--- src/rtl/irq_ctrl_pkg.sv ---
// Shared constants and helpers for the interrupt controller.
package irq_ctrl_pkg;

   // Config/status register map
   typedef enum logic [1:0] {
      IRQC_ADDR_ENABLE  = 2'd0,
      IRQC_ADDR_EDGE    = 2'd1,
      IRQC_ADDR_PENDING = 2'd2,
      IRQC_ADDR_STATUS  = 2'd3
   } irqc_addr_e;

   localparam int unsigned IRQC_STATUS_UNF_BIT    = 8;
   localparam int unsigned IRQC_STATUS_DESYNC_BIT = 9;

   localparam logic [15:0] CPU_IRQ_VEC_BASE = 16'h0020;

   // Handler address of source idx; 16-bit arithmetic wraps by design
   function automatic logic [15:0] irqc_vector(input logic [15:0] base,
                                               input logic [15:0] stride,
                                               input logic [3:0]  idx);
      return base + stride * {12'h000, idx};
   endfunction

endpackage

--- src/rtl/irq_prio_enc.sv ---
// Lowest-index-first priority encoder (index 0 = highest priority).
module irq_prio_enc #(
   parameter int unsigned N_SRC = 8
) (
   input  logic [N_SRC-1:0] i_req,
   output logic [3:0]       o_idx,
   output logic             o_valid
);

   // Scan from the top so the lowest set index is the last one written
   always_comb begin
      o_valid = 1'b0;
      o_idx   = '0;
      for (int unsigned i = N_SRC; i > 0; i--) begin
         if (i_req[i-1]) begin
            o_valid = 1'b1;
            o_idx   = 4'(i - 1);
         end
      end
   end

endmodule

--- src/rtl/irq_ctrl.sv ---
// Interrupt controller: pending capture, priority selection, nesting stack
// mirroring the cpu IRQ depth, and a small config/status register port.
module irq_ctrl
   import irq_ctrl_pkg::*;
#(
   parameter int unsigned N_SRC      = 8,
   parameter int unsigned NEST_DEPTH = 3,
   parameter logic [15:0] VEC_BASE   = CPU_IRQ_VEC_BASE,
   parameter logic [15:0] VEC_STRIDE = 16'h0010
) (
   input  logic             i_clk,
   input  logic             i_rst,
   input  logic [N_SRC-1:0] i_irq_src,
   input  logic             i_int_en,
   input  logic             i_in_irq,
   input  logic             i_iret_detected,
   output logic             o_irq_take,
   output logic [15:0]      o_irq_vector,
   output logic [1:0]       o_depth,
   output logic [3:0]       o_active_idx,
   input  logic             i_cfg_we,
   input  logic [1:0]       i_cfg_addr,
   input  logic [15:0]      i_cfg_wdata,
   output logic [15:0]      o_cfg_rdata
);

   logic [N_SRC-1:0] enable_q, enable_d;
   logic [N_SRC-1:0] edge_q, edge_d;
   logic [N_SRC-1:0] pending_q, pending_d;
   logic [N_SRC-1:0] src_prev_q, src_prev_d;
   logic [3:0]       stack_q [NEST_DEPTH];
   logic [3:0]       stack_d [NEST_DEPTH];
   logic [1:0]       depth_q, depth_d;
   logic             irq_take_q, irq_take_d;
   logic [15:0]      irq_vector_q, irq_vector_d;
   logic             unf_q, unf_d;
   logic             desync_q, desync_d;
   logic             mismatch_q, mismatch_d;

   irqc_addr_e       cfg_addr;
   logic             status_wr;
   logic [N_SRC-1:0] wdata_src;
   logic [N_SRC-1:0] w1c_mask;
   logic [N_SRC-1:0] rise;
   logic [N_SRC-1:0] take_clr;
   logic [3:0]       cand_idx;
   logic             cand_valid;
   logic [3:0]       top_idx;
   logic             take_ok;
   logic             unused_cfg_wdata;

   assign cfg_addr         = irqc_addr_e'(i_cfg_addr);
   assign status_wr        = i_cfg_we && (cfg_addr == IRQC_ADDR_STATUS);
   assign wdata_src        = i_cfg_wdata[N_SRC-1:0];
   assign unused_cfg_wdata = ^i_cfg_wdata;

   irq_prio_enc #(
      .N_SRC (N_SRC)
   ) u_prio_enc (
      .i_req   (pending_q & enable_q),
      .o_idx   (cand_idx),
      .o_valid (cand_valid)
   );

   // Source index at the top of the stack; 0 when nothing is active
   always_comb begin
      top_idx = '0;
      for (int unsigned i = 0; i < NEST_DEPTH; i++) begin
         if (depth_q == 2'(i + 1)) begin
            top_idx = stack_q[i];
         end
      end
   end

   // An IRET in the same cycle always defers a take so the pop lands first
   assign take_ok = cand_valid && i_int_en &&
                    (depth_q < 2'(NEST_DEPTH)) &&
                    ((depth_q == 2'd0) || (cand_idx < top_idx)) &&
                    !irq_take_q && !i_iret_detected;

   // Next-state for pending, config, stack, take outputs and sticky flags
   always_comb begin
      rise     = i_irq_src & ~src_prev_q;
      w1c_mask = (i_cfg_we && (cfg_addr == IRQC_ADDR_PENDING)) ? wdata_src : '0;
      take_clr = '0;
      for (int unsigned k = 0; k < N_SRC; k++) begin
         take_clr[k] = take_ok && (cand_idx == 4'(k));
      end

      // Edge mode: a fresh rising edge beats both W1C and take-clear
      pending_d  = (edge_q & ((pending_q & ~w1c_mask & ~take_clr) | rise)) |
                   (~edge_q & i_irq_src);
      src_prev_d = i_irq_src;

      enable_d = enable_q;
      edge_d   = edge_q;
      if (i_cfg_we && (cfg_addr == IRQC_ADDR_ENABLE)) enable_d = wdata_src;
      if (i_cfg_we && (cfg_addr == IRQC_ADDR_EDGE))   edge_d   = wdata_src;

      stack_d = stack_q;
      depth_d = depth_q;
      if (i_iret_detected) begin
         if (depth_q != 2'd0) depth_d = depth_q - 2'd1;
      end else if (take_ok) begin
         for (int unsigned i = 0; i < NEST_DEPTH; i++) begin
            if (depth_q == 2'(i)) stack_d[i] = cand_idx;
         end
         depth_d = depth_q + 2'd1;
      end

      irq_take_d   = take_ok;
      irq_vector_d = take_ok ? irqc_vector(VEC_BASE, VEC_STRIDE, cand_idx)
                             : irq_vector_q;

      unf_d      = (unf_q && !status_wr) || (i_iret_detected && (depth_q == 2'd0));
      mismatch_d = ((depth_q != 2'd0) != i_in_irq);
      desync_d   = (desync_q && !status_wr) || (mismatch_d && mismatch_q);
   end

   // State registers with synchronous reset
   always_ff @(posedge i_clk) begin
      if (i_rst) begin
         enable_q     <= '0;
         edge_q       <= '0;
         pending_q    <= '0;
         src_prev_q   <= '0;
         for (int unsigned i = 0; i < NEST_DEPTH; i++) stack_q[i] <= '0;
         depth_q      <= '0;
         irq_take_q   <= 1'b0;
         irq_vector_q <= '0;
         unf_q        <= 1'b0;
         desync_q     <= 1'b0;
         mismatch_q   <= 1'b0;
      end else begin
         enable_q     <= enable_d;
         edge_q       <= edge_d;
         pending_q    <= pending_d;
         src_prev_q   <= src_prev_d;
         stack_q      <= stack_d;
         depth_q      <= depth_d;
         irq_take_q   <= irq_take_d;
         irq_vector_q <= irq_vector_d;
         unf_q        <= unf_d;
         desync_q     <= desync_d;
         mismatch_q   <= mismatch_d;
      end
   end

   // Combinational read of the addressed config/status register
   always_comb begin
      o_cfg_rdata = '0;
      case (cfg_addr)
         IRQC_ADDR_ENABLE:  o_cfg_rdata = 16'(enable_q);
         IRQC_ADDR_EDGE:    o_cfg_rdata = 16'(edge_q);
         IRQC_ADDR_PENDING: o_cfg_rdata = 16'(pending_q);
         IRQC_ADDR_STATUS: begin
            o_cfg_rdata[1:0]                    = depth_q;
            o_cfg_rdata[7:4]                    = top_idx;
            o_cfg_rdata[IRQC_STATUS_UNF_BIT]    = unf_q;
            o_cfg_rdata[IRQC_STATUS_DESYNC_BIT] = desync_q;
         end
         default: o_cfg_rdata = '0;
      endcase
   end

   assign o_irq_take   = irq_take_q;
   assign o_irq_vector = irq_vector_q;
   assign o_depth      = depth_q;
   assign o_active_idx = top_idx;

endmodule

--- config.mk ---
export PLATFORM = sky130hd
export DESIGN_NAME = irq_ctrl
export DESIGN_NICKNAME = d
export VERILOG_FILES = /design/src/rtl/irq_ctrl_pkg.sv /design/src/rtl/irq_prio_enc.sv /design/src/rtl/irq_ctrl.sv
export SDC_FILE = /design/constraint.sdc
export NUM_CORES = 1
export LEC_CHECK = 0
export BUFFER_PORTS_ARGS = -buffer_cell sky130_fd_sc_hd__buf_2
export CORE_ASPECT_RATIO = 1.1
export CORE_UTILIZATION = 30
export DETAILED_ROUTE_END_ITERATION = 7
export MAX_ROUTING_LAYER = met4
export PLACE_DENSITY = 0.49
export REMOVE_ABC_BUFFERS = 1
export SYNTH_ARGS = -nofsm -noshare
export SYNTH_HDL_FRONTEND = slang
export SYNTH_SLANG_ARGS = --single-unit
--- constraint.sdc ---
create_clock -name i_clk -period 3.4 [get_ports i_clk]
set_clock_uncertainty 0.1 [all_clocks]
set_input_delay 0.17 -clock i_clk [delete_from_list [all_inputs] [get_ports i_clk]]
set_output_delay 0.17 -clock i_clk [all_outputs]
set_load 0.02 [all_outputs]
==> summary.md, run 1 <==
| Metric | Value |
|---|---|
| Final #Nets | 386 |
| Clk sink count | 51 |
| Most used cell along the critical path | sky130_fd_sc_hd__inv_1 |
| Net Sw Frac | 32.3% |
| Number of levels the H-tree was split into | 2 |
| Die outline area | 9660 µm² |
| Remaining global-route overflow | 0 |
| Register clock-pin slew on the reported worst setup and hold paths | 0.09 ns |
| Clock buffers created by TritonCTS | 5 |
| Drc violations | 0 |
| Critical-path top delay cell | sky130_fd_sc_hd__dfxtp_1 |
| Diode insertion count for antenna repair | 0 |
| Layout cells sized above 1 | 20.3% |
| Clock share of power | 26.3% |
| Number of synthesis warnings | 0 |
| Final worst hold slack | 0.0103 ns |
| Net Switching | 441 µW |
| Fraction of synthesis flops using an asynchronous set or reset pin | 0% |
| Upper clock frequency limit | 346 MHz |
| HPWL after DPL | 5.20 mm |
| Reported leakage power | 0.00135 µW |
| Number of cells on the worst hold path | 2 |
| Global-route wire length before repair | 11.0 mm |
| Arrival time worst endpoint | 3.02 ns |
| Unrepaired setup endpoints after global routing | no |
| Area of combinational cells with multiple inputs | 1600 µm² |
| RD Place Congestion | 0.772 |
| Average wire length per cell after detail routing | 15.0 µm |
| Synthesis-to-finish area growth | 13.0% |
| Combined area of all synthesized cells | 2780 µm² |
| Wirelength, routed | 6.97 mm |
| Distinct cells, synth | 52 |
| Die Height | 103 µm |
| Path depth of the worst reg2reg path | 12 |
| Synthesized area per cell | 9.06 µm² |
| IO Pins | 71 |
| Summed negative setup slack over all endpoints | 0 ns |
| Crit Path Class | register to register |
| Worst Path Required | 3.53 ns |
| 1st-iter DRT viols | 77 |
| Starting density of the core | 31.2% |
| Pins over their slew limit | 0 |
| Aggregate global-route resource usage | 15.4% |
| Maximum root-to-sink buffer count | 2 |
| Floorplan Core Area | 8920 µm² |
| Pin count of the biggest net entering global routing | 26 |
| TritonCTS clock tree | built |
| Tightest slew margin relative to the limit | 47.6% |
| Kind of capture point of the worst setup path | register |
| Share of the cycle needed by the critical path after routing | 85.0% |
| Slew at the pin closest to its max-slew limit | 0.785 ns |
| Internal power summed over all cells | 923 µW |
| Cells along the critical path | inv_1 -> ha_1 -> inv_1 -> and3_1 -> a21oi_1 -> o21ai_0 -> inv_1 -> ha_1 -> nor4bb_1 -> o21ai_1 -> o31ai_4 -> mux2i_1 |
| Number of enable flip-flop cells after synthesis | 0 |
| Yosys top cell by area | sky130_fd_sc_hd__dfxtp_1 |
| Worst-path fanout max | 6 |
| Relative contribution of combinational cells to total power | 23.9% |
| Pwr dens | 434 nW/µm² |
| Number of global-route vias before repair | 2064 |
| Share of Yosys cell area claimed by the top area cell type | 36.7% |
| Register area | 1020 µm² |
| Post-CTS setup buffer count | 0 |
| Main flop type after synthesis | sky130_fd_sc_hd__dfxtp_1 |
| Number of fill cells in the layout | 952 |
| Number of placement rows | 36 |
| Root Driver | sky130_fd_sc_hd__clkbuf_8 |
| Register bit total from synthesis | 51 |
| Drt pass-1 iters | 4 |
| Most numerous cell types in the synthesized netlist | sky130_fd_sc_hd__dfxtp_1 (51), sky130_fd_sc_hd__nand2_1 (36), sky130_fd_sc_hd__nor2_1 (30) |
| Average via count per standard cell | 5.01 |
| Critical Path Start Type | register |
| Count leader, synth | sky130_fd_sc_hd__dfxtp_1 |
| Count of port buffers added during placement | 43 |
| Final setup violation count | 0 |
| Mapped Cells | 307 |
| Largest cells by area after synthesis | sky130_fd_sc_hd__dfxtp_1 (37%), sky130_fd_sc_hd__mux2i_1 (9.7%), sky130_fd_sc_hd__buf_4 (5.1%), sky130_fd_sc_hd__nand2_1 (4.9%), sky130_fd_sc_hd__mux4_2 (4.0%) |
| Fraction of the yosys area taken by sequential cells | 36.7% |
| Total of max-cap violations | 0 |
| Die extent in x | 93.8 µm |
| Stage delay of the slowest cell on the critical path | 0.43 ns |
| Insertion delay of the later-clocked pin in the worst-skew pair | 0.30 ns |
| Sequential power share | 49.7% |
| Final min period | 2.89 ns |
| Class of the most critical hold timing path | primary input to register |
| Run status | complete, no violations |
| Largest vdd supply drop | 181 µV |
| Final Hold Vio Count | 0 |
| Antenna Nets Post-Route | 0 |
| Initial antenna violation count | 0 |
| Routed via count | 2320 |
cell usage in the layout (no fill, tap or decap), types with 7 or more instances in the layout:
cell / n
sky130_fd_sc_hd__mux2i_1: 27
sky130_fd_sc_hd__nand2_1: 36
sky130_fd_sc_hd__a21oi_1: 12
sky130_fd_sc_hd__nor2b_1: 13
sky130_fd_sc_hd__a41oi_1: 8
sky130_fd_sc_hd__nor2_1: 30
sky130_fd_sc_hd__a21boi_0: 8
sky130_fd_sc_hd__inv_1: 7
sky130_fd_sc_hd__dfxtp_1: 51
sky130_fd_sc_hd__buf_2: 43
sky130_fd_sc_hd__conb_1: 19
worst paths after layout:
kind                            slack, ns       endpoint         start
worst max-delay path                 0.51     stack_q[1]    o_depth[0]
worst min-delay path                 0.01  src_prev_q[4]  i_irq_src[4]
worst max register to register       0.51     stack_q[1]    o_depth[0]
worst min register to register       0.35       desync_q    mismatch_q
per-stage QoR:
| stage | utilization [%] | area (µm²) | cells | setup slack (ns) | total power (µW) |
|---|---|---|---|---|---|
| floorplan | - | 2650 | 293 | 0.251 | 909 |
| finish | 35.2 | 3140 | 463 | 0.510 | 1360 |
| detailed placement | 34.1 | 3040 | 455 | 0.534 | 1020 |
| CTS | 35.1 | 3130 | 462 | 0.512 | 1380 |
| global route | 35.2 | 3140 | 463 | 0.227 | 1440 |
| global placement | 34.1 | 3040 | 455 | 0.559 | 1020 |
cell families after synthesis:
kind of cell	share of synthesized area, %
simple gates	19.2
compound gates	18.7
flops	36.7
buf+inv	8.14
mux	14.6
fa+ha+maj	2.25
other cells	0.135
xor+xnor	0.315
worst max-delay path, delay by kind of cell, from the launching register on:
family                     cells  cell delay [ns]
and+or+nand+nor                2             0.55
DFF                            1             0.43
muxes                          1             0.22
buffers and inverters          3             0.35
AOI/OAI and AO/OA              4             0.54
adders and majority gates      2             0.63
timing repair:
item | CTS | global route
hold buffers | 0 | 1
endpoints found under the hold margin | 0 | 1
gates resized for setup | 0 | 0
cell type report:
| cell class | count | share of cell area (%) |
|---|---|---|
| Timing Repair Buffer | 49 | 8.36 |
| Inverter | 7 | 0.836 |
| Clock buffer | 6 | 2.63 |
| Clock inverter | 1 | 0.159 |
| Sequential cell | 51 | 32.5 |
| Tap cell | 114 | 4.54 |
| Multi-Input combinational cell | 235 | 51.0 |
routing by layer:
layer	track usage [%]	up-vias	part of all wire, %
met1	18.6	1103	45
met3	2.36	5	3.9
li1	-	1145	-
met2	26.3	67	51
met5	-	-	0
met4	4.62	0	0.80
registers in the layout, indices dropped and copies added (netlist names):
name,flops
stack_q,9
edge_q,8
enable_q,8
pending_q,8
src_prev_q,8
o_irq_vector,4
o_depth,2
desync_q,1
mismatch_q,1
o_irq_take,1
unf_q,1
power by group through the flow:
stage / registers (µW) / logic [µW] / clock network [µW]
6_report: 679 / 327 / 359
5_1_grt: 685 / 358 / 400
4_1_cts: 679 / 329 / 376
3_5_place_dp: 693 / 327 / 0
3_3_place_gp: 693 / 324 / 0
2_1_floorplan: 693 / 216 / 0
(Power assumes the default switching activity.)
==> run 2: changes to the inputs <==
clock period = 2.8 ns   (was 3.4 ns; I/O delays follow)
==> run 2 against run 1 <==
Net effect:
- register-to-register slack lost 0.32 ns
- critical path depth shrank 3
- sequential power grew 21%
- largest cell class unchanged
==> summary.md, run 2 (synthesis gave the netlist of run 1 again) <==
| Metric | Value |
|---|---|
| Average wire length per cell after detail routing | 14.9 µm |
| Global-route wire length before repair | 11.5 mm |
| Diode insertion count for antenna repair | 0 |
| Upper clock frequency limit | 378 MHz |
| Drt pass-1 iters | 4 |
| Register area | 1020 µm² |
| Maximum root-to-sink buffer count | 2 |
| Clock share of power | 24.7% |
| Wirelength, routed | 7.16 mm |
| Count of port buffers added during placement | 43 |
| Summed negative setup slack over all endpoints | 0 ns |
| Remaining global-route overflow | 0 |
| Clock buffers created by TritonCTS | 5 |
| Initial antenna violation count | 0 |
| Layout cells sized above 1 | 21.6% |
| Area of combinational cells with multiple inputs | 1620 µm² |
| Relative contribution of combinational cells to total power | 26.6% |
| Root Driver | sky130_fd_sc_hd__clkbuf_8 |
| Number of levels the H-tree was split into | 2 |
| Number of placement rows | 36 |
| Min-Delay Endpoint | edge_q[2] |
| Pin count of the biggest net entering global routing | 25 |
| Worst Path Required | 2.56 ns |
| Starting density of the core | 31.2% |
| Largest vdd supply drop | 204 µV |
| TritonCTS clock tree | built |
| Origin of the worst min-delay path | i_cfg_wdata[2] |
| Register-to-Register Setup Slack | 0.19 ns |
| Total power of the final layout | 1680 µW |
| 1st-iter DRT viols | 74 |
| Commonest non-fill, non-tap cells in the layout | sky130_fd_sc_hd__dfxtp_1 (50), sky130_fd_sc_hd__buf_2 (43), sky130_fd_sc_hd__nand2_1 (36) |
| Arrival time worst endpoint | 2.40 ns |
| Synthesis-to-finish area growth | 18.9% |
| Internal power summed over all cells | 1140 µW |
| Drc violations | 0 |
| Final Hold Vio Count | 0 |
| Worst-path fanout max | 6 |
| Most common cell after layout, fill and taps aside | sky130_fd_sc_hd__dfxtp_1 |
| Total of max-cap violations | 0 |
| Die extent in x | 93.8 µm |
| Average via count per standard cell | 4.95 |
| Max FFs per register | 9 |
| Net Switching | 542 µW |
| Final worst hold slack | 0.00641 ns |
| RD Place Congestion | 0.811 |
| Tightest slew margin relative to the limit | 46.1% |
| Run status | complete, no violations |
| Kind of capture point of the worst setup path | output port |
| Origin of the critical flop-to-flop path | o_depth[0] |
| Slew at the pin closest to its max-slew limit | 0.807 ns |
| Insertion delay of the later-clocked pin in the worst-skew pair | 0.30 ns |
| Antenna Nets Post-Route | 0 |
| Routed via count | 2377 |
| Final #Nets | 402 |
| Crit Path Class | register to output port |
| Pins over their slew limit | 0 |
| Pwr dens | 508 nW/µm² |
| Critical Path Start Type | register |
| Sequential power share | 48.7% |
| Number of global-route vias before repair | 2303 |
| HPWL after DPL | 5.37 mm |
| Final setup violation count | 0 |
| Floorplan Core Area | 8920 µm² |
| Largest Register | stack_q |
| Register clock-pin slew on the reported worst setup and hold paths | 0.09 ns |
| Share of the cycle needed by the critical path after routing | 94.4% |
| Die Height | 103 µm |
| Number of fill cells in the layout | 937 |
| Clk sink count | 51 |
| Net Sw Frac | 32.2% |
| Class of the most critical hold timing path | primary input to register |
| IO Pins | 71 |
| Die outline area | 9660 µm² |
| Aggregate global-route resource usage | 15.9% |
| Path depth of the worst reg2reg path | 11 |
| Reported leakage power | 0.00143 µW |
| Capture point of the worst reg-to-reg path | o_depth[0] |
| Final min period | 2.64 ns |
| Number of cells on the worst hold path | 3 |
==> run 2: changes by cell type in the layout (fill, tap and decap cells not counted) <==
| cell | change |
|---|---|
| sky130_fd_sc_hd__dlygate4sd3_1 | +9 |
| sky130_fd_sc_hd__nor4bb_1 | -1 |
| sky130_fd_sc_hd__o21ai_0 | -1 |
| sky130_fd_sc_hd__buf_12 | +1 |
| sky130_fd_sc_hd__o21ai_1 | +1 |
| sky130_fd_sc_hd__buf_4 | +6 |
| sky130_fd_sc_hd__dfxtp_2 | +1 |
| sky130_fd_sc_hd__clkbuf_1 | +2 |
| sky130_fd_sc_hd__dfxtp_1 | -1 |
| sky130_fd_sc_hd__nor4bb_4 | +1 |
| sky130_fd_sc_hd__clkbuf_8 | -1 |
==> run 2: power groups by stage <==
stage	logic (µW)	clock network (µW)	registers, µW
6_report	447	415	819
3_5_place_dp	437	0	835
2_1_floorplan	262	0	842
5_1_grt	494	457	828
4_1_cts	450	433	818
3_3_place_gp	434	0	834
==> run 2: area by class of cell <==
type | count | share of cell area (%)
Clock inverter | 1 | 0.151
Clock buffer | 7 | 2.31
Multi-Input combinational cell | 235 | 48.9
Tap cell | 114 | 4.31
Sequential cell | 51 | 30.9
Inverter | 7 | 0.795
Timing Repair Buffer | 65 | 12.6
==> run 2: worst max-delay path by stage <==
stage | start | slack, ns | depth (start not counted) | to
after floorplan | o_depth[0] | -0.35 | 11 | o_irq_vector[7]
after global placement | o_depth[0] | 0.16 | 12 | stack_q[1]
after detailed placement | o_depth[0] | 0.02 | 12 | stack_q[2]
after CTS | o_depth[0] | 0.03 | 12 | stack_q[2]
after global routing | o_depth[0] | -0.005 | 12 | stack_q[2]
final | o_depth[0] | 0.16 | 9 | o_cfg_rdata[4]
==> run 2: per-layer routing <==
layer  part of all wire [%]  GRT usage (%)
met1                     46           19.4
met2                     50           27.9
met3                    3.4           2.14
met4                   0.50           3.55
met5                      0              -
==> run 2: stage by stage <==
stage | setup WS (ns) | cells | instance area (µm²) | utilization, %
floorplan | -0.349 | 293 | 2650 | -
global placement | 0.161 | 462 | 3110 | 34.9
detailed placement | 0.0227 | 462 | 3110 | 34.9
CTS | 0.0299 | 480 | 3300 | 37.0
global route | -0.00475 | 480 | 3310 | 37.1
finish | 0.156 | 480 | 3310 | 37.1
==> run 2: worst max-delay path, cell delays in order, from the launching register on <==
cell and delay [ns]:
sky130_fd_sc_hd__dfxtp_2 0.38, sky130_fd_sc_hd__inv_1 0.09, sky130_fd_sc_hd__ha_1 0.22, sky130_fd_sc_hd__buf_4 0.15, sky130_fd_sc_hd__and2_1 0.15, sky130_fd_sc_hd__a31oi_1 0.14
sky130_fd_sc_hd__o21a_1 0.21, sky130_fd_sc_hd__inv_1 0.10, sky130_fd_sc_hd__mux4_2 0.48, sky130_fd_sc_hd__buf_2 0.17
==> run 2: timing repair <==
action	CTS	global route
resized for setup	1	3
hold endpoints to repair	11	0
hold buffers	10	0
setup buffers	0	0
endpoints found under the setup margin	1	11
==> run 3: changes to the inputs <==
PLACE_DENSITY = 0.47   (was 0.49)
==> run 3 against run 2 <==
Net effect:
- worst hold slack worse by 0.0020 ns
- count of clock-buffer cells in the layout did not move
- design area shrank 1.9%
- sequential cell count is the same
- sequential power grew 0.7%
- clock power about the same
- non-clock buffer count decreased by 6
- critical path type unchanged
- largest cell class unchanged
- largest power group unchanged
==> summary.md, run 3 (synthesis gave the netlist of run 1 again) <==
| Metric | Value |
|---|---|
| Area of all placed cells without fillers | 3240 µm² |
| Final min period | 2.60 ns |
| Clock share of power | 25.0% |
| Origin of the critical flop-to-flop path | o_depth[0] |
| Unrepaired setup endpoints after global routing | no |
| Slew at the pin closest to its max-slew limit | 0.799 ns |
| Non-filler cells, final | 474 |
| Wirelength, routed | 7.07 mm |
| Number of levels the H-tree was split into | 2 |
| Max FFs per register | 9 |
| Kind of capture point of the worst setup path | output port |
| Layout cells sized above 1 | 21.4% |
| IO Pins | 71 |
| Insertion delay of the later-clocked pin in the worst-skew pair | 0.30 ns |
| 1st-iter DRT viols | 91 |
| # placed instances | 458 |
| Average wire length per cell after detail routing | 14.9 µm |
| Final setup violation count | 0 |
| Maximum root-to-sink buffer count | 2 |
| Summed negative setup slack over all endpoints | 0 ns |
| Run status | complete, no violations |
| Critical Path Start Type | register |
| Class of the most critical hold timing path | primary input to register |
| Drt pass-1 iters | 4 |
| RD Place Congestion | 0.784 |
| HPWL after DPL | 5.22 mm |
| Number of placement rows | 36 |
| Total of max-cap violations | 0 |
| Net Sw Frac | 32.6% |
| Aggregate global-route resource usage | 15.4% |
| Final #Nets | 396 |
| Internal power summed over all cells | 1130 µW |
| Root Driver | sky130_fd_sc_hd__clkbuf_8 |
| Die Height | 103 µm |
| Worst-path fanout max | 6 |
| Relative contribution of combinational cells to total power | 25.8% |
| Net Switching | 545 µW |
| Starting density of the core | 31.2% |
| Diode insertion count for antenna repair | 0 |
| Largest vdd supply drop | 198 µV |
| Tightest slew margin relative to the limit | 46.7% |
| Largest Register | stack_q |
| Initial antenna violation count | 0 |
| Total cell area at the placement stage | 3070 µm² |
| Final Hold Vio Count | 0 |
| Routed via count | 2355 |
| Worst Path Required | 2.56 ns |
| Drc violations | 0 |
| Number of fill cells in the layout | 934 |
| Crit Path Class | register to output port |
| Pins over their slew limit | 0 |
| Antenna Nets Post-Route | 0 |
| Reported leakage power | 0.00139 µW |
| Share of the cycle needed by the critical path after routing | 92.9% |
| Register clock-pin slew on the reported worst setup and hold paths | 0.09 ns |
| Pin count of the biggest net entering global routing | 23 |
| Origin of the worst min-delay path | i_cfg_wdata[2] |
| Commonest non-fill, non-tap cells in the layout | sky130_fd_sc_hd__dfxtp_1 (50), sky130_fd_sc_hd__buf_2 (43), sky130_fd_sc_hd__nand2_1 (36) |
| Upper clock frequency limit | 384 MHz |
| Synthesis-to-finish area growth | 16.6% |
| Number of global-route vias before repair | 2171 |
| Remaining global-route overflow | 0 |
| Floorplan Core Area | 8920 µm² |
| Count of port buffers added during placement | 43 |
| Average via count per standard cell | 4.97 |
| Die extent in x | 93.8 µm |
| Pwr dens | 516 nW/µm² |
| Arrival time worst endpoint | 2.36 ns |
| Die outline area | 9660 µm² |
| Most common cell after layout, fill and taps aside | sky130_fd_sc_hd__dfxtp_1 |
| Clock buffers created by TritonCTS | 5 |
| Global-route wire length before repair | 11.2 mm |
| Sequential power share | 49.3% |
| Clk sink count | 51 |
| TritonCTS clock tree | built |
| Setup crit start | o_depth[0] |
| Total power of the final layout | 1670 µW |
-- run 3: layout make-up --
type	instances	area (µm²)	share of cell area [%]
Tap cell	114	143	4.40
Clock inverter	1	5.00	0.154
Multi-Input combinational cell	235	1620	49.8
Timing Repair Buffer	59	355	11.0
Inverter	7	26.3	0.810
Clock buffer	7	76.3	2.35
Sequential cell	51	1020	31.5
-- run 3: worst max-delay path: stages, from the launching register on --
cell                      delay [ns]
sky130_fd_sc_hd__dfxtp_1        0.35
sky130_fd_sc_hd__inv_1          0.11
sky130_fd_sc_hd__ha_2           0.25
sky130_fd_sc_hd__inv_1          0.07
sky130_fd_sc_hd__buf_4          0.14
sky130_fd_sc_hd__a31oi_1        0.16
sky130_fd_sc_hd__o21a_1         0.22
sky130_fd_sc_hd__inv_1          0.10
sky130_fd_sc_hd__mux4_2         0.48
sky130_fd_sc_hd__buf_2          0.17
-- run 3: worst paths after layout --
kind / to / slack [ns] / cells after the start
setup / recovery: o_cfg_rdata[4] / 0.20 / 9
hold / removal: edge_q[2] / 0.004 / 3
setup reg to reg: pending_q[7] / 0.20 / 11
hold reg to reg: desync_q / 0.35 / 1
-- run 3: repair_timing --
| item | CTS | global route |
|---|---|---|
| setup buffers | 0 | 0 |
| endpoints found under the hold margin | 8 | 0 |
| endpoints found under the setup margin | 0 | 21 |
| hold buffers | 8 | 0 |
| resized for setup | 0 | 5 |
-- run 3: stage by stage --
step	util [%]	setup slack (ns)	hold slack (ns)
2_1_floorplan	-	-0.349	0.109
3_3_place_gp	34.4	0.115	0.283
3_5_place_dp	34.4	0.0380	0.295
4_1_cts	36.2	0.0139	0.00133
5_1_grt	36.4	0.00419	0.00431
6_report	36.4	0.198	0.00438
-- run 3: power by group through the flow --
stage / Combinational, µW / Clock [µW] / Sequential, µW
after CTS: 431 / 435 / 824
after global placement: 418 / 0 / 838
after floorplan: 262 / 0 / 842
after global routing: 478 / 467 / 833
after detailed placement: 421 / 0 / 841
final: 431 / 418 / 825
-- run 3: layer usage --
metal / track usage (%) / routed length, µm / vias to the layer above
li1: - / - / 1166
met1: 19.5 / 3250 / 1140
met2: 26.2 / 3560 / 47
met3: 2.14 / 226 / 2
met4: 3.20 / 31 / 0
met5: - / 0 / -
